===== src/rtl/ex_mem_skid_stage.sv =====
`default_nettype none
// ============================================================================
// Module      : ex_mem_skid_stage
// Description : EX->MEM pipeline stage with valid/ready handshake, 2-entry
//               skid buffer, branch-shadow tracking and zeroed bubbles.
// Revision    : 1.0 - initial release
// ============================================================================
module ex_mem_skid_stage #(
    parameter int XLEN        = 64,
    parameter int PAYLOAD_W   = 208,
    parameter int ZERO_BUBBLE = 1
) (
    input  logic                 clk,
    input  logic                 rst,
    input  logic                 flush,
    input  logic                 in_valid,
    output logic                 in_ready,
    input  logic [PAYLOAD_W-1:0] in_payload,
    input  logic [XLEN-1:0]      in_pc,
    input  logic [31:0]          in_inst,
    input  logic                 in_branch,
    input  logic [XLEN-1:0]      in_branch_tgt,
    input  logic                 in_slot_end,
    output logic                 out_valid,
    input  logic                 out_ready,
    output logic [PAYLOAD_W-1:0] out_payload,
    output logic [XLEN-1:0]      out_pc,
    output logic [31:0]          out_inst,
    output logic                 branch_tag,
    output logic [XLEN-1:0]      branch_pc,
    output logic [1:0]           occupancy
);

    typedef enum logic [1:0] {
        ST_EMPTY = 2'd0,
        ST_HALF  = 2'd1,
        ST_FULL  = 2'd2
    } state_t;

    state_t                 r_state;
    state_t                 w_state_nxt;

    logic [PAYLOAD_W-1:0]   r_head_payload, r_skid_payload;
    logic [XLEN-1:0]        r_head_pc, r_skid_pc;
    logic [31:0]            r_head_inst, r_skid_inst;
    logic                   r_branch_tag;
    logic [XLEN-1:0]        r_branch_pc;

    logic                   w_accept;
    logic                   w_pop;
    logic                   w_head_from_in;
    logic                   w_head_from_skid;
    logic                   w_head_clear;
    logic                   w_skid_from_in;

    assign in_ready  = (r_state != ST_FULL);
    assign out_valid = (r_state != ST_EMPTY);
    assign occupancy = r_state;

    assign w_accept = in_valid & in_ready;
    assign w_pop    = out_valid & out_ready;

    // A skid entry only ever moves into the head, preserving FIFO order.
    assign w_head_from_in   = w_accept & ((r_state == ST_EMPTY) | ((r_state == ST_HALF) & w_pop));
    assign w_skid_from_in   = w_accept & (r_state == ST_HALF) & ~w_pop;
    assign w_head_from_skid = (r_state == ST_FULL) & w_pop;
    assign w_head_clear     = (r_state == ST_HALF) & w_pop & ~w_accept;

    always_comb begin
        w_state_nxt = r_state;
        case (r_state)
            ST_EMPTY: if (w_accept) w_state_nxt = ST_HALF;
            ST_HALF: begin
                if (w_accept & ~w_pop)      w_state_nxt = ST_FULL;
                else if (~w_accept & w_pop) w_state_nxt = ST_EMPTY;
            end
            ST_FULL:  if (w_pop) w_state_nxt = ST_HALF;
            default:  w_state_nxt = ST_EMPTY;
        endcase
        if (flush) w_state_nxt = ST_EMPTY;
    end

    always_ff @(posedge clk or posedge rst) begin
        if (rst) r_state <= ST_EMPTY;
        else     r_state <= w_state_nxt;
    end

    // Invalid entries are kept at zero so bubbles are clean regardless of gating.
    always_ff @(posedge clk or posedge rst) begin
        if (rst) begin
            r_head_payload <= '0;
            r_head_pc      <= '0;
            r_head_inst    <= '0;
            r_skid_payload <= '0;
            r_skid_pc      <= '0;
            r_skid_inst    <= '0;
        end else if (flush) begin
            r_head_payload <= '0;
            r_head_pc      <= '0;
            r_head_inst    <= '0;
            r_skid_payload <= '0;
            r_skid_pc      <= '0;
            r_skid_inst    <= '0;
        end else begin
            if (w_head_from_in) begin
                r_head_payload <= in_payload;
                r_head_pc      <= in_pc;
                r_head_inst    <= in_inst;
            end else if (w_head_from_skid) begin
                r_head_payload <= r_skid_payload;
                r_head_pc      <= r_skid_pc;
                r_head_inst    <= r_skid_inst;
                r_skid_payload <= '0;
                r_skid_pc      <= '0;
                r_skid_inst    <= '0;
            end else if (w_head_clear) begin
                r_head_payload <= '0;
                r_head_pc      <= '0;
                r_head_inst    <= '0;
            end
            if (w_skid_from_in) begin
                r_skid_payload <= in_payload;
                r_skid_pc      <= in_pc;
                r_skid_inst    <= in_inst;
            end
        end
    end

    // A branch in the same beat as a slot end opens a new shadow.
    always_ff @(posedge clk or posedge rst) begin
        if (rst) begin
            r_branch_tag <= 1'b0;
            r_branch_pc  <= '0;
        end else if (flush) begin
            r_branch_tag <= 1'b0;
            r_branch_pc  <= '0;
        end else if (w_accept) begin
            if (in_branch) begin
                r_branch_tag <= 1'b1;
                r_branch_pc  <= in_branch_tgt;
            end else if (r_branch_tag & in_slot_end) begin
                r_branch_tag <= 1'b0;
                r_branch_pc  <= '0;
            end
        end
    end

    assign branch_tag = r_branch_tag;
    assign branch_pc  = r_branch_pc;

    generate
        if (ZERO_BUBBLE != 0) begin : g_zero_bubble
            assign out_payload = out_valid ? r_head_payload : '0;
            assign out_pc      = out_valid ? r_head_pc      : '0;
            assign out_inst    = out_valid ? r_head_inst    : '0;
        end else begin : g_raw_head
            assign out_payload = r_head_payload;
            assign out_pc      = r_head_pc;
            assign out_inst    = r_head_inst;
        end
    endgenerate

endmodule
`default_nettype wire

===== config.mk =====
export PLATFORM = sky130hd
export DESIGN_NAME = ex_mem_skid_stage
export DESIGN_NICKNAME = d
export VERILOG_FILES = /design/src/rtl/ex_mem_skid_stage.sv
export SDC_FILE = /design/constraint.sdc
export NUM_CORES = 1
export LEC_CHECK = 0
export BUFFER_PORTS_ARGS = -buffer_cell sky130_fd_sc_hd__buf_4
export CAP_MARGIN = 5
export CORE_AREA = 2 2 294 296
export DETAILED_ROUTE_END_ITERATION = 6
export DIE_AREA = 0 0 296 298
export PLACE_DENSITY = 0.64
export SYNTH_ARGS = -nofsm -noshare
export SYNTH_HDL_FRONTEND = slang
export SYNTH_SLANG_ARGS = --single-unit

===== constraint.sdc =====
create_clock -name clk -period 44.1 [get_ports clk]
set_input_delay 2.205 -clock clk [delete_from_list [all_inputs] [get_ports clk]]
set_output_delay 2.205 -clock clk [all_outputs]
set_load 0.1 [all_outputs]

# Yosys cells after proc, flatten, opt, wreduce, memory -nomap -nowiden
# Index checks and enable logic that the tools add are counted.
# word_totals
reg_bits	675
latch_bits	0
mem_bits_rw	0
rom_bits	0
in_bits	375
out_inout_bits	373
word_cells	80
memories	0
# classes
addsub	0
mul	0
div_mod_pow	0
order_cmp	0
eq_ne	7
n_shift	0
muxes	41
bitwise	14
n_reduce_logical	9
# op_table
cell	n
$mux W208	9
$mux W64	13
$mux W32	9
$and A1 B1 Y1	11
$mux W2	5
$ne A3 B3 Y1 const B	2
$pmux W2 S3	1
$reduce_bool A3 Y1	2
$mux W1	4
$ne A4 B2 Y1 const B	1
$reduce_and A2 Y1	2
$reduce_bool A2 Y1	2
$reduce_bool A4 Y1	1
$ne A3 B2 Y1 const B	1
$reduce_and A3 Y1	1
$eq A2 B1 Y1 const B	1
$eq A2 B2 Y1 const B	1
$logic_not A2 Y1	1
$ne A2 B2 Y1 const B	1
$not A1 Y1	2
$or A1 B1 Y1	1

# Depth between registers and ports, before layout
# Gate-level depths: netlist of the first run.
# depth
word_depth	8
mapped_depth	8
mapped_depth_nobuf	6

# Worst setup path before layout of the first run
# OpenSTA, ideal clock, no wires.
# synth_path
kind	reg2out
start	register r_state[0], in the netlist occupancy[0]
end	output port out_inst[23]
arrival_time_ns	3.326
t_required_ns	41.895
setup_slack_ns	38.569
stages_incl_launch_ff	5
path_buffers	2
path_cell_list	dfrtp_1 -> or2_2 -> clkbuf_1 -> clkbuf_1 -> and2_1
# synth_between
elab_chain_cells	2
# synth_rtl
element	line_no	source
start: declaration	40	state_t r_state;
start signal: assignment	85	else r_state <= w_state_nxt;
$reduce_bool A2 Y1	57	assign out_valid = (r_state != ST_EMPTY);
net out_valid	24	output logic out_valid,
$mux W32	155	assign out_inst = out_valid ? r_head_inst : '0;
end: declaration	28	output logic [31:0] out_inst,
# The timed path passes the listed nets, and every way through them passes these cells.

# Worst setup path after layout of the first run
# layout_path
start	register r_state[0], in the netlist occupancy[0]
end	output port out_pc[23]
# layout_between
elab_chain_cells	2
# layout_rtl
element	line_no	source
$reduce_bool A2 Y1	57	
$mux W64	154	assign out_pc = out_valid ? r_head_pc : '0;
end: declaration	27	output logic [XLEN-1:0] out_pc,
# No other way between the ends.

==> summary.txt, run 1 <==
STA
  – Worst-margin pin slew: 1.09 ns
  – Final Slew Violations: 0
  – Rel. slew slack: 0.272
  – Hold Fails Final Rpt: 0
  – RSZ-0062 raised after global routing: false
  – Post-route setup TNS: 0 ns
  – Final Cycle Share: 0.137
  – Slack of the critical path: 38.05 ns
  – Clock Skew: 0.0390 ns
  – Final setup vio count: 0
  – Tmin final: 6.05 ns
  – FMAX: 0.165 GHz

Min path
  – Hold/Removal Path Class: reg -> reg

Place
  – IO Port Bufs: 747
  – Pre-CTS WS: 37.60 ns
  – Placer congestion estimate: 0.782
  – Post-DP HPWL: 55800 um
  – Placement Cell Area: 34500 um^2

Floorplan
  – IO Pins: 748
  – Die Width: 296 um
  – Die Span Y: 298 um
  – Core area: 84900 um^2
  – Initial Util: 0.333
  – Die Footprint: 88200 um^2
  – Row Count: 107

GRT
  – GRT Resource Usage Total: 0.197
  – First-pass GRT wire length: 138000 um
  – Via count of the first global-routing pass: 21900
  – Global route overflow: 0
  – Antenna violations before repair: 9
  – Largest net degree at the start of global routing: 167

Power and ir drop
  – Max VDD drop: 0.0235 mV
  – Reg power frac: 0.424
  – Cell Int Power: 1.11 mW
  – Switching power total: 0.462 mW
  – Tot Pwr: 1.57 mW
  – Switch share: 0.294
  – Comb power frac: 0.157
  – PwrDens: 42.3 nW/um^2
  – Clock network power share: 0.419
  – Leakage: 19.4 nW

Routing
  – Vias: 22300
  – Mean number of vias per cell: 5.50
  – DRC Markers: 0
  – WL final: 91400 um
  – Wirelength per Cell: 22.6 um
  – Initial DRT Pass Iterations: 5
  – Final ANT Viol Nets: 0
  – Initial DRC Count: 1986

Clock network
  – Skew-Pair Late Insertion Delay: 0.62 ns
  – Clock Tree Buf Depth: 3
  – # hold bufs at CTS: 0
  – Root buffer cell: clkbuf_16
  – Clock sink total: 675
  – Clock slew at reported path FFs: 0.06 ns
  – PostCTS Resize Cnt: 0
  – CTS Buf Count: 76
  – H-tree depth: 3
  – CTS tree: done
  – Postcts setup bufs: 0

Logic synthesis
  – Yosys cell types: 29
  – Mapped Cells: 2234
  – Sequential area share after synthesis: 0.597
  – Mapped Area: 28300 um^2
  – Seq cells post-synth: 675
  – Warnings from Yosys: 0
  – Synthesized Nets: 2610
  – Syn_area_per_cell: 12.7 um^2

Run status
  – Status: finished, final reports clean

Critical path
  – CP most frequent cell: buf_4
  – CP endpoint kind: output port
  – Worst endpoint data arrival time: 3.85 ns
  – Max FO, Critical Path: 89
  – CP peak stage delay: 0.75 ns
  – Slowest CP cell: buf_4
  – Crit-path cells: or2_4 > buf_4 > buf_4 > and2_1 > buf_4
  – Worst setup SP type: flop
  – WP data required: 41.90 ns
  – CP Class: reg -> out

Final layout
  – Fin nets: 3216
  – Area Growth Syn to Fin: 31.4%
  – Layout cell share with drive strength beyond 1: 0.316
  – Design Area, Final: 37200 um^2
  – Fin util: 0.438
  – Final-layout fill cell count: 7969

Flow run
  – Max-cap violations: 0
metrics by stage:
step / hold slack [ns] / cells
2_1_floorplan: 0.466 / 2234
3_3_place_gp: 0.483 / 3906
3_5_place_dp: 0.486 / 3906
4_1_cts: 0.476 / 4039
5_1_grt: 0.501 / 4046
6_report: 0.484 / 4046
sequential cells by signal (all words and copies together), names as in the netlist, 2 cells and up:
| signal | cells |
|---|---|
| r_skid_payload | 208 |
| occupancy | 2 |
| r_skid_pc | 64 |
| r_head_payload | 208 |
| r_head_pc | 64 |
| r_head_inst | 32 |
| r_skid_inst | 32 |
| branch_pc | 64 |
synthesized netlist by cell type:
master / count / share of area
and2_1: 307 / 0.068
a221o_1: 304 / 0.11
a21oi_1: 1 / 0.00018
a211oi_2: 1 / 0.00044
and3b_1: 1 / 0.00031
buf_1: 1 / 0.00013
nor2_1: 2 / 0.00027
or2_2: 1 / 0.00022
nand2b_1: 2 / 0.00044
nor4bb_1: 1 / 0.00035
nor2b_1: 1 / 0.00022
a21o_1: 1 / 0.00027
dfrtp_1: 675 / 0.60
a22o_1: 367 / 0.11
a311oi_2: 1 / 0.00053
a31o_2: 1 / 0.00031
and4_1: 1 / 0.00031
a32o_1: 1 / 0.00035
mux2_2: 2 / 0.00080
buf_2: 121 / 0.021
a31oi_2: 1 / 0.00044
o21a_1: 1 / 0.00027
clkbuf_1: 129 / 0.017
nand3_1: 1 / 0.00018
nor3b_2: 1 / 0.00044
and3_1: 304 / 0.067
nand2_1: 1 / 0.00013
inv_1: 3 / 0.00040
ha_1: 1 / 0.00044
worst paths after layout:
path                            depth (start not counted)  slack, ns                              end                            start
worst max-delay path                                    5      38.05                       out_pc[23]         occupancy[0]$_DFFE_PP0P_
worst min-delay path                                    1       0.48  r_head_payload[163]$_DFFE_PP0P_  r_skid_payload[163]$_DFFE_PP0P_
worst max register to register                          6      39.92   r_head_payload[36]$_DFFE_PP0P_         occupancy[0]$_DFFE_PP0P_
worst min register to register                          1       0.48  r_head_payload[163]$_DFFE_PP0P_  r_skid_payload[163]$_DFFE_PP0P_
max in group asynchronous                               6      38.50        r_head_pc[63]$_DFFE_PP0P_                              rst
min in group asynchronous                               2       1.80   r_head_payload[82]$_DFFE_PP0P_                              rst
metal layers:
| layer | vias up | routed length, um | global-route usage |
|---|---|---|---|
| met5 | - | 20 | 0 |
| met4 | 4 | 3210 | 0.0800 |
| met3 | 168 | 7500 | 0.0469 |
| met2 | 904 | 42400 | 0.303 |
| met1 | 11400 | 38300 | 0.266 |
| li1 | 9773 | - | - |
power groups by stage:
stage / sequential, mW / clock, mW / combinational (mW)
floorplan: 0.692 / 0 / 0.150
global placement: 0.676 / 0 / 0.246
detailed placement: 0.675 / 0 / 0.248
CTS: 0.665 / 0.675 / 0.248
global route: 0.668 / 0.698 / 0.261
finish: 0.665 / 0.659 / 0.247
worst max-delay path: cells and delay by family (launching register included):
kind          cells  cell delay [ns]
simple gates      2             0.88
flops             1             0.52
buf+inv           3             1.67
cell families after synthesis:
logic type | share of synthesized area
AND/OR/NAND/NOR | 0.138
AO/OA/AOI/OAI | 0.224
multiplexers | 0.000797
buffers and inverters | 0.0391
flip-flops | 0.597
adder cells (fa/ha/maj) | 0.000443
cells in the final DEF (no fill, tap or decap), drive strengths merged, types with 7 or more instances in the layout:
cell type    n
clkinv      16
a22o       367
buf        779
diode        7
and3       304
and2       307
clkinvlp     7
bufinv       8
inv          7
dfrtp      675
a221o      304
clkbuf      98
cell type report:
type / instances / area (um^2) / share of cell area
Sequential cell: 675 / 16900 / 0.455
Multi-Input combinational cell: 1305 / 10300 / 0.278
Timing Repair Buffer: 779 / 5870 / 0.158
Clock buffer: 98 / 2120 / 0.0569
Tap cell: 1144 / 1430 / 0.0385
Clock inverter: 35 / 484 / 0.0130
Inverter: 3 / 18.8 / 0.000505
Antenna cell: 7 / 17.5 / 0.000471
(Power assumes the default switching activity.)
==> inputs of run 2 (changes only) <==
Settings changed: CORE_AREA 2 2 294 296 to 2 2 293 295, DIE_AREA 0 0 296 298 to 0 0 295 297, PLACE_DENSITY 0.64 to 0.66.
Clock period 44.1 ns to 5.4 ns, I/O delays scaled along.
==> summary.txt, run 2 (same netlist as run 1, synthesis figures left out) <==
Clock network
  – Root buffer cell: clkbuf_16 (unchanged)
  – Clock Tree Buf Depth: 3 (unchanged)
  – Clock slew at reported path FFs: 0.06 ns (about the same)
  – Clock sink total: 675 (unchanged)
  – CTS Buf Count: 77 (was 76)
  – CTS tree: done (unchanged)
  – H-tree depth: 3 (unchanged)
  – Postcts setup bufs: 0 (unchanged)
  – Skew-Pair Late Insertion Delay: 0.63 ns (was 0.62 ns)

Critical path
  – CP Class: reg -> reg (was reg -> out)
  – WP data required: 5.95 ns (was 41.90 ns)
  – Critical path depth in cells: 5 (unchanged)
  – Worst setup SP type: flop (unchanged)
  – Slowest CP cell: a311oi_4 (was buf_4)
  – Reg2reg path depth: 5 (was 6)
  – CP endpoint kind: flop (was output port)
  – CP peak stage delay: 0.95 ns (was 0.75 ns)
  – Max FO, Critical Path: 103 (was 89)
  – Worst endpoint data arrival time: 3.64 ns (was 3.85 ns)
  – Worst path bufs/invs: 2 (was 3)
  – Crit-path cells: and3b_1 > a311oi_4 > buf_12 > buf_4 > a22o_1 (was or2_4 > buf_4 > buf_4 > and2_1 > buf_4)
  – Worst path top cell family by delay: compound AO/OA/AOI/OAI gates (was buffers and inverters)

Final layout
  – Most frequent cells in the layout: 769 x buf_4, 675 x dfrtp_1, 371 x dlygate4sd3_1 (was 777 x buf_4, 675 x dfrtp_1, 367 x a22o_1)
  – Commonest non-fill, non-tap cell in the layout: buf_4 (unchanged)
  – Area Growth Syn to Fin: 45.4% (was 31.4%)
  – Fin nets: 3594 (was 3216)
  – Top flop regs: r_head_payload (208), r_skid_payload (208) (unchanged)
  – Design Area, Final: 41100 um^2 (was 37200 um^2)
  – Layout cell share with drive strength beyond 1: 0.282 (was 0.316)

STA
  – Final Slew Violations: 0 (unchanged)
  – Tmin final: 3.09 ns
  – Rel. slew slack: 0.275 (was 0.272)
  – Hold Fails Final Rpt: 0 (unchanged)
  – FMAX: 0.323 GHz
  – RSZ-0062 raised after global routing: false (unchanged)
  – Final Cycle Share: 0.573
  – Worst-margin pin slew: 1.09 ns (about the same)
  – Final setup vio count: 0 (unchanged)
  – Clock Skew: 0.0385 ns (was 0.0390 ns)

Routing
  – WL final: 95400 um (was 91400 um)
  – Initial DRT Pass Iterations: 7 (was 5)
  – Vias: 23900 (was 22300)
  – Final ANT Viol Nets: 0 (unchanged)
  – Mean number of vias per cell: 5.40 (was 5.50)
  – Initial DRC Count: 1877 (was 1986)
  – DRC Markers: 0 (unchanged)
  – Wirelength per Cell: 21.5 um (was 22.6 um)

Power and ir drop
  – Switch share: 0.299 (was 0.294)
  – Tot Pwr: 13.1 mW (was 1.57 mW)
  – Leakage: 21.0 nW (was 19.4 nW)
  – Reg power frac: 0.415 (was 0.424)
  – Switching power total: 3.92 mW (was 0.462 mW)
  – PwrDens: 319 nW/um^2 (was 42.3 nW/um^2)
  – Clock network power share: 0.411 (was 0.419)
  – Comb power frac: 0.174 (was 0.157)
  – Cell Int Power: 9.18 mW (was 1.11 mW)
  – Max VDD drop: 0.224 mV (was 0.0235 mV)

Flow run
  – Max-cap violations: 0 (unchanged)

GRT
  – Largest net degree at the start of global routing: 167 (unchanged)
  – Antenna violations before repair: 9 (unchanged)
  – GRT Resource Usage Total: 0.208 (was 0.197)
  – First-pass GRT wire length: 146000 um (was 138000 um)
  – Via count of the first global-routing pass: 24100 (was 21900)
  – Global route overflow: 0 (unchanged)

Floorplan
  – IO Pins: 748 (unchanged)
  – Initial Util: 0.335 (was 0.333)
  – Die Span Y: 297 um (was 298 um)
  – Row Count: 107 (unchanged)
  – Die Width: 295 um (was 296 um)
  – Core area: 84500 um^2 (was 84900 um^2)
  – Die Footprint: 87600 um^2 (was 88200 um^2)

Place
  – Placer congestion estimate: 0.778 (was 0.782)
  – Post-DP HPWL: 56500 um (was 55800 um)
  – Placement Cell Area: 34800 um^2 (was 34500 um^2)
  – IO Port Bufs: 747 (unchanged)

Min path
  – Worst Hold Path Cells: 3 (was 1)
  – Hold/Removal Path Class: in -> reg (was reg -> reg)

Run status
  – Status: finished, final reports clean (unchanged)
run 2: cell count changes in the layout (fill, tap and decap cells not counted), sizes merged:
cell	delta
bufinv	-2
dlygate4sd3	+371
clkbuf	+1
buf	+6
diode	+3
clkinv	+6
inv	-1
run 2: through the flow:
stage               std cells  utilization   TNS, ns  worst slack, ns  hold slack, ns
floorplan                2234            -  -2769.05            -4.10           0.403
global placement         3912        0.411         0             2.38           0.484
detailed placement       3912        0.411         0             2.37           0.487
CTS                      4420        0.486         0             2.37         0.00319
global route             4428        0.486         0             2.23          0.0282
finish                   4430        0.486         0             2.31          0.0392
run 2: cell type report:
class / instances / area [um^2]
inverter: 3 / 15.0
tap: 1144 / 1430
fill: 7406 / 43400
antenna: 10 / 25.0
clock inverter: 38 / 469
timing repair buffer: 1156 / 9810
sequential: 675 / 16900
multi-input combinational: 1305 / 10300
clock buffer: 99 / 2130
run 2: worst paths after layout:
kind	start	endpoint	slack [ns]
setup / recovery	occupancy[0]$_DFFE_PP0P_	r_skid_payload[4]$_DFFE_PP0P_	2.31
hold / removal	in_payload[206]	r_head_payload[206]$_DFFE_PP0P_	0.04
setup reg to reg	occupancy[0]$_DFFE_PP0P_	r_skid_payload[4]$_DFFE_PP0P_	2.31
hold reg to reg	r_skid_payload[173]$_DFFE_PP0P_	r_head_payload[173]$_DFFE_PP0P_	0.47
max in group asynchronous	rst	r_skid_payload[11]$_DFFE_PP0P_	3.46
min in group asynchronous	rst	branch_pc[15]$_DFFE_PP0P_	0.43
run 2: timing repair:
action	in CTS	in global routing
gates resized for setup	0	0
hold buffers	371	0
endpoints found under the hold margin	701	0
run 2: power by group through the flow:
stage	Clock [mW]	Sequential, mW	Combinational (mW)
after floorplan	0	5.66	1.23
after global placement	0	5.51	2.03
after detailed placement	0	5.51	2.05
after CTS	5.49	5.43	2.28
after global routing	5.74	5.46	2.40
final	5.39	5.43	2.28
run 2: worst register-to-register path: stages, from the launching register on:
cell      delay, ns
dfrtp_1        0.53
and3b_1        0.30
a311oi_4       0.95
buf_12         0.43
buf_4          0.64
a22o_1         0.20
run 2: per-layer routing:
layer	up-vias	routed length, um	global-route usage
li1	10600	-	-
met1	12200	39900	0.277
met2	1012	44200	0.322
met3	168	8050	0.0573
met4	0	3220	0.0790
met5	-	0	0
==> inputs of run 3 (changes only) <==
Settings changed: CORE_AREA 2 2 293 295 to 2 2 288 290, DIE_AREA 0 0 295 297 to 0 0 290 292, PLACE_DENSITY 0.66 to 0.65.
Clock period 5.4 ns to 3.1 ns, I/O delays scaled along.
==> summary.txt, run 3 (same netlist as run 1, synthesis figures left out) <==
Run status
  – Status: finished, final reports clean (unchanged)

GRT
  – GRT Resource Usage Total: 0.227 (was 0.208)
  – Antenna violations before repair: 8 (was 9)
  – First-pass GRT wire length: 154000 um (was 146000 um)
  – Global route overflow: 0 (unchanged)
  – Via count of the first global-routing pass: 26100 (was 24100)
  – Largest net degree at the start of global routing: 152 (was 167)

Critical path
  – Crit path launch: occupancy[0]$_DFFE_PP0P_ (unchanged)
  – Reg2reg path depth: 3 (was 5)
  – CP Class: reg -> out (was reg -> reg)
  – Worst setup SP type: flop (unchanged)
  – End point of the critical path: out_inst[12] (was r_skid_payload[4]$_DFFE_PP0P_)
  – R2R Path Start: occupancy[0]$_DFFE_PP0P_ (unchanged)
  – Crit-path cells: or2_4 > buf_12 > buf_12 > and2_1 > buf_4 (was and3b_1 > a311oi_4 > buf_12 > buf_4 > a22o_1)
  – FF-to-FF End: branch_pc[7]$_DFFE_PP0P_ (was r_skid_payload[4]$_DFFE_PP0P_)
  – Slowest CP cell: dfrtp_1 (was a311oi_4)
  – R2r setup slk: 0.73 ns (was 2.31 ns)
  – Worst endpoint data arrival time: 2.57 ns (was 3.64 ns)
  – WP data required: 2.94 ns (was 5.95 ns)
  – CP most frequent cell: buf_12
  – CP peak stage delay: 0.53 ns (was 0.95 ns)
  – Max FO, Critical Path: 46 (was 103)
  – CP endpoint kind: output port (was flop)

Clock network
  – Root buffer cell: clkbuf_16 (unchanged)
  – Clock slew at reported path FFs: 0.06 ns (about the same)
  – CTS Buf Count: 77 (unchanged)
  – Postcts setup bufs: 0 (unchanged)
  – Clock Tree Buf Depth: 3 (unchanged)
  – Clock sink total: 675 (unchanged)
  – CTS tree: done (unchanged)
  – PostCTS Resize Cnt: 0 (unchanged)
  – H-tree depth: 3 (unchanged)
  – Skew-Pair Late Insertion Delay: 0.60 ns (was 0.63 ns)
  – # hold bufs at CTS: 373 (was 371)

Power and ir drop
  – PwrDens: 549 nW/um^2 (was 319 nW/um^2)
  – Max VDD drop: 0.446 mV (was 0.224 mV)
  – Tot Pwr: 22.8 mW (was 13.1 mW)
  – Switching power total: 6.64 mW (was 3.92 mW)
  – Comb power frac: 0.179 (was 0.174)
  – Leakage: 21.3 nW (was 21.0 nW)
  – Switch share: 0.291 (was 0.299)
  – Reg power frac: 0.415 (about the same)
  – Clock network power share: 0.406 (was 0.411)
  – Cell Int Power: 16.2 mW (was 9.18 mW)

Routing
  – Initial DRC Count: 2155 (was 1877)
  – Wirelength per Cell: 22.5 um (was 21.5 um)
  – DRC Markers: 0 (unchanged)
  – Vias: 24700 (was 23900)
  – Final ANT Viol Nets: 0 (unchanged)
  – WL final: 99000 um (was 95400 um)
  – Mean number of vias per cell: 5.63 (was 5.40)
  – Initial DRT Pass Iterations: 5 (was 7)

Final layout
  – Final-layout fill cell count: 6873 (was 7406)
  – Most frequent cells in the layout: 786 x buf_4, 675 x dfrtp_1, 373 x dlygate4sd3_1 (was 769 x buf_4, 675 x dfrtp_1, 371 x dlygate4sd3_1)
  – Area Growth Syn to Fin: 46.9% (was 45.4%)
  – Non-filler cells, final: 4394 (was 4430)
  – Design Area, Final: 41500 um^2 (was 41100 um^2)
  – Top flop regs: r_head_payload (208), r_skid_payload (208) (unchanged)
  – Fin util: 0.509 (was 0.486)
  – Fin nets: 3632 (was 3594)
  – Layout cell share with drive strength beyond 1: 0.290 (was 0.282)
  – Commonest non-fill, non-tap cell in the layout: buf_4 (unchanged)

STA
  – FMAX: 0.367 GHz
  – RSZ-0062 raised after global routing: false (unchanged)
  – Clock Skew: 0.0291 ns (was 0.0385 ns)
  – Final setup vio count: 0 (unchanged)
  – Final Slew Violations: 0 (unchanged)
  – Final Cycle Share: 0.880
  – Slack of the critical path: 0.373 ns (was 2.31 ns)
  – Tmin final: 2.73 ns
  – Rel. slew slack: 0.146 (was 0.275)
  – Hold Fails Final Rpt: 0 (unchanged)
  – Worst-margin pin slew: 1.28 ns (was 1.09 ns)

Place
  – Pre-CTS WS: 0.767 ns (was 2.37 ns)
  – Placer congestion estimate: 0.852 (was 0.778)
  – Placed cell count: 3874 (was 3912)
  – Post-DP HPWL: 62700 um (was 56500 um)
  – IO Port Bufs: 747 (unchanged)
  – Placement Cell Area: 35200 um^2 (was 34800 um^2)

Min path
  – Hold/Removal Path Class: in -> async (was in -> reg)

Floorplan
  – Core area: 81600 um^2 (was 84500 um^2)
  – Die Span Y: 292 um (was 297 um)
  – Die Width: 290 um (was 295 um)
  – IO Pins: 748 (unchanged)
  – Row Count: 105 (was 107)
  – Initial Util: 0.347 (was 0.335)
  – Die Footprint: 84700 um^2 (was 87600 um^2)

Flow run
  – Max-cap violations: 0 (unchanged)
## run 3: through the flow
stage	TNS (ns)	hold WS (ns)
global route	0	0.234
finish	0	0.222
floorplan	-4243.92	0.288
global placement	0	0.260
detailed placement	0	0.271
CTS	0	0.185
## run 3: routing by layer
layer  wire, um  global-route usage  share of wire  vias up
li1           -                   -              -    10600
met1      39100               0.283           0.39    12700
met2      48600               0.376           0.49     1131
met3       6480              0.0450          0.065      256
met4       4840               0.113          0.049        0
met5          0                   0              0        -
## run 3: critical path: cells and delay by family (launching register included)
kind	cells	cell delay, ns
flip-flops	1	0.53
AND/OR/NAND/NOR	2	0.59
buffers and inverters	3	0.78
## run 3: final cells by class
type	count	area [um^2]	share of cell area
flip-flops and latches	675	16900	0.407
repair buffers	1194	10300	0.249
multi-input cells	1305	10300	0.249
clock buffers	113	2310	0.0558
well taps	1070	1340	0.0322
clock inverters	26	278	0.00669
diodes	8	20.0	0.000482
inverters	3	15.0	0.000362
## run 3: how the worst min path moves through the flow
stage                              start                              to  cells after the start
final                                rst       branch_pc[41]$_DFFE_PP0P_                      3
after global routing                 rst       branch_pc[42]$_DFFE_PP0P_                      3
after CTS                            rst       branch_pc[45]$_DFFE_PP0P_                      3
after detailed placement             rst       branch_pc[54]$_DFFE_PP0P_                      2
after global placement               rst       branch_pc[54]$_DFFE_PP0P_                      2
after floorplan           in_payload[11]  r_skid_payload[11]$_DFFE_PP0P_                      1
## run 3: power groups by stage
stage               logic (mW)  clock network (mW)  registers (mW)
floorplan                 2.14                   0            9.85
global placement          3.60                   0            9.60
detailed placement        3.67                   0            9.61
CTS                       4.08                9.44            9.46
global route              4.29                9.83            9.51
finish                    4.08                9.25            9.48
